==> src/rtl/uart_transmit_state_machine.sv <==
// uart_transmit_state_machine
// ---------------------------------------------------------------------------
// UART transmit engine for the eUSCI_A block. It runs on the baud-rate bit
// clock, so each rising BITCLK edge is one bit period. When the transmit
// buffer holds a character (iTXIFG == 0), the engine takes it and shifts out
// one frame on Tx:
//   start bit, 7 or 8 data bits (LSB- or MSB-first), optional parity,
//   then 1 or 2 stop bits.
// The frame format is latched when the character is loaded, so register
// writes made during a frame only affect the next frame. A character that is
// waiting at the last stop bit is loaded at once, so back-to-back frames have
// no idle bit between them.
//
// Handshake with the register block: TxBEN/setTXIFG pulse for exactly the
// cycle in which TxData is captured. The parent clears the buffer flag on
// that same edge, so iTXIFG reads 1 on the next cycle. setTXCPTIFG pulses
// during the last stop bit only when no further character is waiting.
//
// Ports:
//   BITCLK       in   bit clock, one UART bit period per rising edge
//   reset        in   synchronous, active-low reset
//   wUCPEN       in   parity enable
//   wUCPAR       in   parity select: 0 odd, 1 even
//   wUCMSB       in   1 = MSB-first, 0 = LSB-first
//   wUC7BIT      in   1 = 7-bit data (TxData[6:0]), 0 = 8-bit
//   wUCSPB       in   1 = two stop bits, 0 = one
//   TxData[7:0]  in   transmit buffer contents
//   iTXIFG       in   current UCTXIFG; 0 = buffer holds an unsent character
//   TxBEN        out  buffer-read strobe (combinational)
//   setTXIFG     out  request to set UCTXIFG (combinational)
//   setTXCPTIFG  out  request to set UCTXCPTIFG (combinational)
//   TxBusy       out  frame in progress (registered)
//   Tx           out  serial line, idle high (registered)
// ---------------------------------------------------------------------------
module uart_transmit_state_machine (
    input  logic       BITCLK,
    input  logic       reset,
    input  logic       wUCPEN,
    input  logic       wUCPAR,
    input  logic       wUCMSB,
    input  logic       wUC7BIT,
    input  logic       wUCSPB,
    input  logic [7:0] TxData,
    input  logic       iTXIFG,
    output logic       TxBEN,
    output logic       setTXIFG,
    output logic       setTXCPTIFG,
    output logic       TxBusy,
    output logic       Tx
);

    typedef enum logic [2:0] {
        IDLE   = 3'd0,
        START  = 3'd1,
        DATA   = 3'd2,
        PARITY = 3'd3,
        STOP1  = 3'd4,
        STOP2  = 3'd5
    } state_t;

    // The state names the bit that Tx is currently driving.
    state_t     state_q, state_d;
    logic       tx_q, tx_d;
    logic       busy_q, busy_d;
    logic [7:0] data_q, data_d;
    logic [3:0] cnt_q, cnt_d;      // data bits already placed on Tx
    logic       pen_q, pen_d;
    logic       msb_q, msb_d;
    logic       b7_q, b7_d;
    logic       spb_q, spb_d;
    logic       par_bit_q, par_bit_d;

    logic       last_stop;
    logic       load;
    logic       ones_odd;
    logic [3:0] n_bits;
    logic [2:0] sel_cnt;
    logic [2:0] sel_idx;
    logic       cur_bit;

    assign last_stop = (state_q == STOP2) || ((state_q == STOP1) && !spb_q);
    assign load      = reset && !iTXIFG && ((state_q == IDLE) || last_stop);

    // Parity of the character being loaded, over 7 or 8 bits. Odd parity
    // inverts the raw XOR so the total count of ones becomes odd.
    assign ones_odd  = wUC7BIT ? (^TxData[6:0]) : (^TxData);

    // Data bit to drive next: the first data bit is selected while in
    // START, subsequent ones while in DATA.
    assign n_bits  = b7_q ? 4'd7 : 4'd8;
    assign sel_cnt = (state_q == START) ? 3'd0 : cnt_q[2:0];
    assign sel_idx = msb_q ? ((b7_q ? 3'd6 : 3'd7) - sel_cnt) : sel_cnt;
    assign cur_bit = data_q[sel_idx];

    // State register
    always_ff @(posedge BITCLK) begin
        if (!reset) begin
            state_q   <= IDLE;
            tx_q      <= 1'b1;
            busy_q    <= 1'b0;
            data_q    <= 8'h00;
            cnt_q     <= 4'd0;
            pen_q     <= 1'b0;
            msb_q     <= 1'b0;
            b7_q      <= 1'b0;
            spb_q     <= 1'b0;
            par_bit_q <= 1'b0;
        end else begin
            state_q   <= state_d;
            tx_q      <= tx_d;
            busy_q    <= busy_d;
            data_q    <= data_d;
            cnt_q     <= cnt_d;
            pen_q     <= pen_d;
            msb_q     <= msb_d;
            b7_q      <= b7_d;
            spb_q     <= spb_d;
            par_bit_q <= par_bit_d;
        end
    end

    // Next-state and datapath
    always_comb begin
        state_d   = state_q;
        tx_d      = tx_q;
        busy_d    = busy_q;
        data_d    = data_q;
        cnt_d     = cnt_q;
        pen_d     = pen_q;
        msb_d     = msb_q;
        b7_d      = b7_q;
        spb_d     = spb_q;
        par_bit_d = par_bit_q;

        if (load) begin
            data_d    = TxData;
            pen_d     = wUCPEN;
            msb_d     = wUCMSB;
            b7_d      = wUC7BIT;
            spb_d     = wUCSPB;
            par_bit_d = ones_odd ^ ~wUCPAR;
            cnt_d     = 4'd0;
            tx_d      = 1'b0;
            busy_d    = 1'b1;
            state_d   = START;
        end else begin
            case (state_q)
                IDLE: begin
                    tx_d   = 1'b1;
                    busy_d = 1'b0;
                end
                START: begin
                    tx_d    = cur_bit;
                    cnt_d   = 4'd1;
                    state_d = DATA;
                end
                DATA: begin
                    if (cnt_q == n_bits) begin
                        if (pen_q) begin
                            tx_d    = par_bit_q;
                            state_d = PARITY;
                        end else begin
                            tx_d    = 1'b1;
                            state_d = STOP1;
                        end
                    end else begin
                        tx_d  = cur_bit;
                        cnt_d = cnt_q + 4'd1;
                    end
                end
                PARITY: begin
                    tx_d    = 1'b1;
                    state_d = STOP1;
                end
                STOP1: begin
                    tx_d = 1'b1;
                    if (spb_q) begin
                        state_d = STOP2;
                    end else begin
                        busy_d  = 1'b0;
                        state_d = IDLE;
                    end
                end
                STOP2: begin
                    tx_d    = 1'b1;
                    busy_d  = 1'b0;
                    state_d = IDLE;
                end
                default: begin
                    tx_d    = 1'b1;
                    busy_d  = 1'b0;
                    state_d = IDLE;
                end
            endcase
        end
    end

    // Outputs
    always_comb begin
        TxBEN       = load;
        setTXIFG    = load;
        setTXCPTIFG = reset && last_stop && iTXIFG;
        TxBusy      = busy_q;
        Tx          = tx_q;
    end

endmodule

==> config.mk <==
export PLATFORM = sky130hd
export DESIGN_NAME = uart_transmit_state_machine
export DESIGN_NICKNAME = d
export VERILOG_FILES = /design/src/rtl/uart_transmit_state_machine.sv
export SDC_FILE = /design/constraint.sdc
export NUM_CORES = 1
export LEC_CHECK = 0
export BUFFER_PORTS_ARGS = -buffer_cell sky130_fd_sc_hd__clkbuf_2
export CAP_MARGIN = 10
export CORE_ASPECT_RATIO = 0.9
export CORE_MARGIN = 5
export CORE_UTILIZATION = 25
export CTS_CLUSTER_SIZE = 12
export DETAILED_ROUTE_END_ITERATION = 10
export PLACE_DENSITY = 0.41
export SLEW_MARGIN = 15
export SYNTH_ARGS = -nofsm -noshare
export SYNTH_HDL_FRONTEND = slang
export SYNTH_SLANG_ARGS = --single-unit
==> constraint.sdc <==
create_clock -name BITCLK -period 5.1 [get_ports BITCLK]
set_input_delay 0.255 -clock BITCLK [delete_from_list [all_inputs] [get_ports BITCLK]]
set_output_delay 0.255 -clock BITCLK [all_outputs]
set_load 0.02 [all_outputs]
==> summary.md <==
The run finished with clean final reports. In this run the worst hold path is classified as in2reg. Clock root buffer master: sky130_fd_sc_hd__clkbuf_8. The final critical path takes up 52.7% of the cycle. For this design the top-level I/O count stands at 21. Wire length on met3: 107 um. The slew at the pin with the worst max-slew slack was 0.653 ns.

The number of resized instances in the post-cts repair step was 0; the post-synthesis cell count was 160. The first-pass GRT wire length came out at 5.16 mm. Counting I/O delays and the setup requirement, the final critical path takes 2.69 ns. In the routed layout, each cell is associated on average with a via count of 4.67.

The H-tree depth reported by CTS came out at 1. Traced cell by cell, the critical path runs through or3b_4 -> and2_2 -> ha_1 -> ha_1 -> or2b_1 -> and3_4 -> or2_0 -> or3_1 -> a32oi_1. The share of the Yosys chip area taken by registers is 34.4%. During synthesis, Yosys emitted a total of 0 warnings.

No sink is reached through more buffers than the 2 on the longest clock path. The share of post-route cells with drive strength above 1 is 19.4%. Die outline width: 85.4 um.

The analysis attributes to net switching a power of 0.114 mW. Leaving out fill and tap cells, the most frequent cell in the layout is sky130_fd_sc_hd__nand2_1. The number of standard-cell rows in the floorplan was 24. The count of final setup violators was 0. The number of global-route vias before repair is 1,097, and the net count after synthesis is 179. The quantity of I/O buffers inserted on ports was 20. On the critical path the largest part of the delay comes from simple AND/OR/NAND/NOR gates. After clock tree synthesis, the clock-pin slew on the worst setup and hold paths is 0.08 ns.

Counting every sink on the clock net gives 22. IR analysis of the VDD net gives a maximum drop of 88.1 uV. For the worst setup path, the data required time is 5.28 ns.

The tightest slew margin relative to the limit was 56.5%; the final wirelength was 3.03 mm. Entering global routing, the biggest net connects 22 pins. For the setup TNS, the log shows 0 ns.

The number of placed instances, taps included was 237; the met2 layer wire length in the routed design was 1.35 mm. The highest cell delay on the worst timing path works out to 0.44 ns. The logs give 0 for the DRC violations left and 4890 um^2 for the core box area.

The count of buffers added by post-CTS timing repair for setup is 0, and the post-detailed-route count of antenna-violating nets is 0. At the end of the flow, the number of nets in the layout was 196. After detailed routing, the wire length on met1 is 1.55 mm. The number of buffers and inverters on the critical path is 0.

Setup repair after global routing left no endpoint under its margin. 0 antenna diodes ended up in the layout. The clock network fraction of design power is 27.2%, and the data arrival time of the critical path is 2.86 ns. By startpoint and endpoint, the worst setup path is classified as reg2reg. The HPWL after detailed placement came out at 2.31 mm.

The source-to-sink clock delay at the later pin of the worst-skew pair was 0.26 ns; the part of the power in combinational logic was 21.8%. For the count of final max-slew check failures, the log shows 0. The largest individual stage delay along the critical path comes from the cell sky130_fd_sc_hd__dfxtp_1. The setup skew after layout came out at 0.00171 ns. The power per standard cell area works out to 271 nW/um^2. In the layout the commonest cells are sky130_fd_sc_hd__nand2_1, sky130_fd_sc_hd__dfxtp_1, sky130_fd_sc_hd__clkbuf_2, sky130_fd_sc_hd__nand3_1. The run gives 29.4% as the final core utilization. The floorplan step defined a die boundary enclosing 6650 um^2. The final count of hold timing violations was 0. The most used cell along the critical path was sky130_fd_sc_hd__ha_1. For the combined global-route utilization of all metal layers, the log shows 9.59%. The startpoint type of the worst setup path was a register. The area growth from synthesis to layout is 12.6%. TritonCTS built the clock tree. The synthesized netlist occupies a cell area of 1280 um^2. In this run the mean area of a mapped cell was 8.00 um^2.

Synthesis inferred 22 register bits. Uppermost signal routing layer after detailed routing: met4. The run gives 0 as the max-capacitance violation count. For this configuration, the core starts out at a cell density of 26.2%. The logs give 0.821 for the final RePlAce weighted congestion and 0 for the count of hold buffers inserted by post-cts repair. The number of flops mapped to enable cells by yosys works out to 0.

Total power for the finished layout comes to 0.391 mW. In the final routed layout, each cell accounts on average for 12.6 um. For this run, the leading register cell type out of synthesis is sky130_fd_sc_hd__dfxtp_1. The run gives 1,121 as the total via count after detailed routing.

For the initial antenna violation count, the log shows 0. The share of flip-flops with an asynchronous set or reset is 0%. In this run the static leakage power is 0.625 nW. After synthesis, the netlist uses 44 different library cells. Count of routing violations after the opening detailed-route iteration: 27. Once layout is complete, the cells apart from fillers number 240. STA classifies the critical path endpoint as a register. The tools report the sequential group share of total power as 51.0%. For this run, the top clock speed supported by timing is 0.372 GHz.

Summed over all layers, the global routing overflow is 0. The internal power was 0.276 mW. Measured along the y axis, the die boundary spans 77.9 um.

The proportion of total power due to net switching works out to 29.3%. The logs give 3 for the TritonCTS buffer count and 4 for the detailed-router iteration count before antenna repair. Along the worst path, the maximum fanout reaches 7.
final timing paths:
path | depth (start not counted) | endpoint | slack, ns | start
setup / recovery | 9 | Tx | 2.41 | state_q[0]
hold reg to reg | 2 | TxBusy | 0.46 | TxBusy
setup reg to reg | 9 | Tx | 2.41 | state_q[0]
hold / removal | 3 | spb_q | 0.18 | wUCSPB
cell usage after synthesis, types with 2 or more instances:
master,count,area (um^2)
sky130_fd_sc_hd__nor3_1,2,10.0
sky130_fd_sc_hd__buf_4,2,15.0
sky130_fd_sc_hd__o211ai_1,3,22.5
sky130_fd_sc_hd__clkbuf_1,2,7.51
sky130_fd_sc_hd__o22ai_1,2,12.5
sky130_fd_sc_hd__ha_1,3,37.5
sky130_fd_sc_hd__xnor2_1,7,61.3
sky130_fd_sc_hd__nand2b_1,4,25.0
sky130_fd_sc_hd__or3_1,2,12.5
sky130_fd_sc_hd__inv_1,5,18.8
sky130_fd_sc_hd__o21ai_0,4,20.0
sky130_fd_sc_hd__nand2_1,33,124
sky130_fd_sc_hd__xor2_1,2,17.5
sky130_fd_sc_hd__and2_2,2,15.0
sky130_fd_sc_hd__buf_6,3,33.8
sky130_fd_sc_hd__and3_1,2,12.5
sky130_fd_sc_hd__nand3_1,19,95.1
sky130_fd_sc_hd__nor2b_1,5,31.3
sky130_fd_sc_hd__dfxtp_1,22,440
sky130_fd_sc_hd__nor2_1,7,26.3
sky130_fd_sc_hd__a21oi_1,6,30.0
registers in the layout, indices dropped and copies added (netlist names):
name,cells
data_q,8
cnt_q,4
state_q,3
Tx,1
TxBusy,1
b7_q,1
msb_q,1
par_bit_q,1
pen_q,1
spb_q,1
layout make-up:
| cell class | instances | area [um^2] |
|---|---|---|
| inverter | 6 | 22.5 |
| fill | 537 | 3450 |
| clock buffer | 3 | 41.3 |
| tap | 65 | 81.3 |
| multi-input combinational | 124 | 756 |
| timing repair buffer | 20 | 100 |
| sequential | 22 | 440 |
power by group through the flow:
stage	clock (mW)	sequential, mW	combinational [mW]
floorplan	0	0.200	0.0676
global placement	0	0.204	0.0856
detailed placement	0	0.204	0.0854
CTS	0.114	0.200	0.0862
global route	0.123	0.202	0.0950
finish	0.106	0.199	0.0850
through the flow:
stage	cell area [um^2]	hold slack, ns	worst slack (ns)
final	1440	0.183	2.41
after global routing	1440	0.179	2.26
after global placement	1400	0.440	2.50
after detailed placement	1400	0.450	2.42
after CTS	1440	0.176	2.40
after floorplan	1280	0.354	2.59
cell families (layout without fill, tap and decap cells):
family          Yosys count  in the layout  share of synthesized area (%)
mux                       3              3                           2.83
buf+inv                  14             29                           6.55
xor+xnor                  9              9                           6.16
flops                    22             22                           34.4
compound gates           24             24                           13.5
fa+ha+maj                 3              3                           2.93
simple gates             85             85                           33.6
metal layers:
layer / global-route usage [%] / vias to the layer above
li1: - / 582
met1: 13.1 / 522
met2: 14.4 / 15
met3: 2.97 / 2
met4: 2.85 / 0
met5: 0 / -
worst min-delay path, delay by kind of cell:
family                 cells  cell delay, ns
and+or+nand+nor            2            0.08
buffers and inverters      1            0.08
Power figures use the tool's default switching activity.
